**src/rtl/sync_bus_filter.sv**
```systemverilog
// -----------------------------------------------------------------------------
// sync_bus_filter
//   Multi-channel synchroniser for WIDTH independent asynchronous inputs.
//   Each channel passes through a STAGES-deep flop chain (the last flop is q).
//   The block produces a registered level (q), one-cycle rise/fall pulses that
//   coincide with q changing, per-channel sticky event flags and a combined
//   "changed" flag. Channels are independent, so this block is not suitable
//   for multi-bit bus values that must stay coherent.
//
//   Optional feature (compile-time macro SYNC_DEBOUNCE_EN):
//     When the macro is defined, each channel has a debounce counter. q only follows
//     the synchronised sample after it has differed from q for DEBOUNCE_CYCLES
//     consecutive edges. When the macro is undefined, q follows the sample directly.
//
// Parameters
//   WIDTH            number of channels
//   STAGES           synchroniser depth including the q flop (>= 2)
//   RESET_VAL        value loaded into every stage and q on reset
//   DEBOUNCE_CYCLES  stable edges required before q changes (debounce build only, >= 1)
//
// Ports
//   clk      in   1      clock; all state updates on posedge
//   reset    in   1      asynchronous, active-high reset
//   d        in   WIDTH  asynchronous inputs
//   clear    in   1      synchronous clear of the sticky flags
//   q        out  WIDTH  synchronised (optionally debounced) level
//   rise     out  WIDTH  one-cycle pulse when q goes 0->1
//   fall     out  WIDTH  one-cycle pulse when q goes 1->0
//   sticky   out  WIDTH  set by rise|fall, held until clear (set wins)
//   changed  out  1      OR of all rise|fall bits, same cycle as the pulses
// -----------------------------------------------------------------------------
module sync_bus_filter #(
  parameter int               WIDTH           = 4,
  parameter int               STAGES          = 2,
  parameter logic [WIDTH-1:0] RESET_VAL       = '0,
  parameter int               DEBOUNCE_CYCLES = 16
) (
  input  logic             clk,
  input  logic             reset,
  input  logic [WIDTH-1:0] d,
  input  logic             clear,
  output logic [WIDTH-1:0] q,
  output logic [WIDTH-1:0] rise,
  output logic [WIDTH-1:0] fall,
  output logic [WIDTH-1:0] sticky,
  output logic             changed
);

  // Elaboration-time guard against illegal configurations.
  if (STAGES < 2) begin : g_bad_stages
    $error("sync_bus_filter: STAGES must be >= 2");
  end
  if (DEBOUNCE_CYCLES < 1) begin : g_bad_debounce
    $error("sync_bus_filter: DEBOUNCE_CYCLES must be >= 1");
  end

  // Synchroniser chain ahead of q. The last entry is the comparison sample.
  logic [WIDTH-1:0] r_sync [STAGES-1];
  logic [WIDTH-1:0] w_smp;

  logic [WIDTH-1:0] r_q;
  logic [WIDTH-1:0] r_rise;
  logic [WIDTH-1:0] r_fall;
  logic [WIDTH-1:0] r_sticky;
  logic             r_changed;

  logic [WIDTH-1:0] w_q_next;
  logic [WIDTH-1:0] w_rise_next;
  logic [WIDTH-1:0] w_fall_next;
  logic [WIDTH-1:0] w_event_next;

  assign w_smp = r_sync[STAGES-2];

  // NOTE: sequential state uses non-blocking assignments so every flop samples
  // the pre-edge value of its neighbour; blocking here would collapse the chain.
  // NOTE: the chain is an array of flops, not a RAM, so resetting every entry is
  // cheap and required to keep in-flight samples from surviving a reset.
  always_ff @(posedge clk or posedge reset) begin
    if (reset) begin
      for (int i = 0; i < STAGES - 1; i++) begin
        r_sync[i] <= RESET_VAL;
      end
    end else begin
      r_sync[0] <= d;
      for (int i = 1; i < STAGES - 1; i++) begin
        r_sync[i] <= r_sync[i-1];
      end
    end
  end

`ifdef SYNC_DEBOUNCE_EN
  localparam int                CNT_W    = $clog2(DEBOUNCE_CYCLES + 1);
  localparam logic [CNT_W-1:0]  CNT_LAST = CNT_W'(DEBOUNCE_CYCLES - 1);

  logic [CNT_W-1:0] r_cnt      [WIDTH];
  logic [CNT_W-1:0] w_cnt_next [WIDTH];

  // The counter restarts whenever the sample agrees with q, so a glitch shorter
  // than DEBOUNCE_CYCLES is forgotten; it commits at CNT_LAST and never wraps.
  always_comb begin
    // NOTE: defaults first so every path assigns every output (no latches).
    w_q_next   = r_q;
    w_cnt_next = r_cnt;
    for (int i = 0; i < WIDTH; i++) begin
      if (w_smp[i] == r_q[i]) begin
        w_cnt_next[i] = '0;
      end else if (r_cnt[i] == CNT_LAST) begin
        w_q_next[i]   = w_smp[i];
        w_cnt_next[i] = '0;
      end else begin
        w_cnt_next[i] = r_cnt[i] + CNT_W'(1);
      end
    end
  end

  always_ff @(posedge clk or posedge reset) begin
    if (reset) begin
      for (int i = 0; i < WIDTH; i++) begin
        r_cnt[i] <= '0;
      end
    end else begin
      r_cnt <= w_cnt_next;
    end
  end
`else
  always_comb begin
    w_q_next = w_smp;
  end
`endif

  // Pulses are derived from the value q is about to take, so they line up with
  // the q transition and reset release cannot create one (q and sample match).
  assign w_rise_next  = w_q_next & ~r_q;
  assign w_fall_next  = ~w_q_next & r_q;
  assign w_event_next = w_rise_next | w_fall_next;

  always_ff @(posedge clk or posedge reset) begin
    if (reset) begin
      r_q       <= RESET_VAL;
      r_rise    <= '0;
      r_fall    <= '0;
      r_sticky  <= '0;
      r_changed <= 1'b0;
    end else begin
      r_q       <= w_q_next;
      r_rise    <= w_rise_next;
      r_fall    <= w_fall_next;
      // A new event on the clearing edge survives the clear.
      r_sticky  <= clear ? w_event_next : (r_sticky | w_event_next);
      r_changed <= |w_event_next;
    end
  end

  assign q       = r_q;
  assign rise    = r_rise;
  assign fall    = r_fall;
  assign sticky  = r_sticky;
  assign changed = r_changed;

endmodule

```
**config.mk**
```make
export PLATFORM = sky130hd
export DESIGN_NAME = sync_bus_filter
export DESIGN_NICKNAME = d
export VERILOG_FILES = /design/src/rtl/sync_bus_filter.sv
export SDC_FILE = /design/constraint.sdc
export NUM_CORES = 1
export LEC_CHECK = 0
export BUFFER_PORTS_ARGS = -buffer_cell sky130_fd_sc_hd__buf_2
export CAP_MARGIN = 20
export CORE_MARGIN = 8
export CORE_UTILIZATION = 49
export CTS_BUF_LIST = sky130_fd_sc_hd__clkbuf_16
export CTS_CLUSTER_DIAMETER = 150
export DETAILED_ROUTE_END_ITERATION = 8
export MAX_ROUTING_LAYER = met4
export PLACE_DENSITY = 0.83
export SYNTH_ARGS = -nofsm -noshare
export SYNTH_HDL_FRONTEND = slang
export SYNTH_SLANG_ARGS = --single-unit
```
**constraint.sdc**
```tcl
create_clock -name clk -period 1.3 [get_ports clk]
set_input_delay 0.39 -clock clk [delete_from_list [all_inputs] [get_ports clk]]
set_output_delay 0.39 -clock clk [all_outputs]
set_load 0.05 [all_outputs]
```
==> run metrics <==
Max-cap violations=0; register area share after synthesis=75.0%; worst setup margin=0.0114 ns; clock period minus worst slack=1.29 ns; CP max-delay cell=dfrtp_1; # diodes=0; Routed WL per cell=about 13 um; Resized cells post-CTS=0; worst r2r dst=changed$_DFF_PP0_; CP Cell Sequence=clkbuf_4; r2r setup slk=about 0.35 ns; worst endpoint required time=0.91 ns; routed wire length=approximately 1200 um; worst vdd ir=1.03 mV; Post-Syn Nets=between 60 and 70; Finished Layout Cells=90; DRC viols=0; GRT Total Usage=approximately a tenth; Crit path max-delay family=flip-flops; Detail Placement HPWL=864 um; Total Nets Final=91; most common cell after layout, fill and taps aside=dfrtp_1; Mapped Cells=47; Clock Path Buffers=2; Worst Path Max Fanout=3; max incr delay on CP=about 0.4 ns; final setup fails=0; Chip Height=53.8 um; DP Worst Slack=0.283 ns; synth-to-layout area growth=33.0%; site row count=13; Critical Path Start Type=flip-flop; final slew viol count=0; library cells used by synthesis=5; drt via density=4.43; Final ANT Viol Nets=0; Die Wd=53.8 um; gr ovfl total=0; crit end category=output pin; Sink Count=21; worst hold slack=approximately 0.15 ns; YS warnings=0; via count=399; DR iter-0 viols=0; gpl congestion=0.650; number of buffers inserted by hold repair at cts=0; synthesized area per cell=14.9 sq um; layout cells sized above 1=a little under two fifths; clock skew=0.00356 ns; clock transition at the registers of the reported paths=0.06 ns; leading cell types in the layout, fill and taps excluded=dfrtp_1 (21), buf_2 (19), inv_1 (13); Pleak=0.533 nW; worst hold-check path type=input port to asynchronous set/reset pin; Mapped Area=701 sq um; Hold Violations, Final=0; # H-tree levels=1; # IOs=24; Placed Instances=86; first-pass GRT wire length=1830 um; vias in the first global route=roughly 440; Filler Cells Inserted=a little under 100; #FFs+latches synth=21; Pwr Total=1.57 mW; worst-margin pin slew=0.251 ns; Critical Path AT=0.90 ns; Critical path buffers and inverters=1; TritonCTS buffer count=3; status=complete, no violations; initial antenna violation count=0; port buffer count=23; Root Buffer Master=clkbuf_16; worst r2r src=q[0]$_DFF_PP0_; Slew HR=83.2%; setup total negative slack=0 ns; Starting Density=a little over half; Detailed Routing Iterations Pass 1=1; Fmax=0.776 GHz; Tcrit/Tclk final=99.1%; Worst Reg-to-Reg Cells=3; postcts setup bufs=0; die area=0.00290 sq mm; largest net degree at the start of global routing=22; WS Path Type=flip-flop to output pin; PwrDens=1690 mW/mm^2; CORE AREA=0.00132 sq mm; CTS tree=yes; Clock Latency Late Sink=0.25 ns
==> flip-flops by register name, indices dropped and copies added (netlist names) <==
| register | flops |
|---|---|
| changed | 1 |
| fall | 4 |
| q | 4 |
| r_sync | 4 |
| rise | 4 |
| sticky | 4 |
==> final cells by class <==
| type | count | area (sq um) | area share, % |
|---|---|---|---|
| clock buffer | 3 | 75.1 | 8.05 |
| multi-input combinational | 13 | 126 | 13.6 |
| inverter | 13 | 48.8 | 5.23 |
| clock inverter | 1 | 5.00 | 0.537 |
| sequential | 21 | 526 | 56.4 |
| tap | 15 | 18.8 | 2.01 |
| timing repair buffer | 24 | 133 | 14.2 |
==> cells in the mapped netlist <==
library cell   n  share of area [%]
inv_1         13                7.0
dfrtp_1       21                 75
o21ai_1        4                2.9
ha_1           8                 14
nand4_1        1               0.89
==> metrics by stage <==
stage,area [sq um],utilization (%)
3_5_place_dp,842,63.9
4_1_cts,922,70.0
2_1_floorplan,701,-
5_1_grt,932,70.8
3_3_place_gp,842,63.9
6_report,932,70.8
==> where the power goes <==
group	switching (mW)	leakage (nW)	internal [mW]
clock network	0.219	0.0409	0.412
logic	0.177	0.244	0.0519
registers	0.0199	0.248	0.695
total	0.415	0.533	1.16
==> worst max-delay path by stage <==
stage,from,endpoint,depth (start not counted)
after global routing,q[0]$_DFF_PP0_,q[0],1
final,q[0]$_DFF_PP0_,q[0],1
after CTS,q[0]$_DFF_PP0_,q[0],1
after global placement,q[2]$_DFF_PP0_,q[2],1
after floorplan,q[0]$_DFF_PP0_,changed$_DFF_PP0_,3
after detailed placement,q[2]$_DFF_PP0_,q[2],1
==> kinds of logic after synthesis <==
group	count (synthesis)	synth area share [%]
buf+inv	13	6.96
flops	21	75.0
simple gates	1	0.893
fa+ha+maj	8	14.3
compound gates	4	2.86
==> metal layers <==
layer / GRT usage, % / routed length, um / vias up
met5: - / 0 / -
met1: 10.1 / 514 / 182
met4: 7.56 / 29 / 0
met3: 3.86 / 118 / 3
met2: 13.5 / 528 / 18
li1: - / - / 196
(Power assumes the default switching activity.)
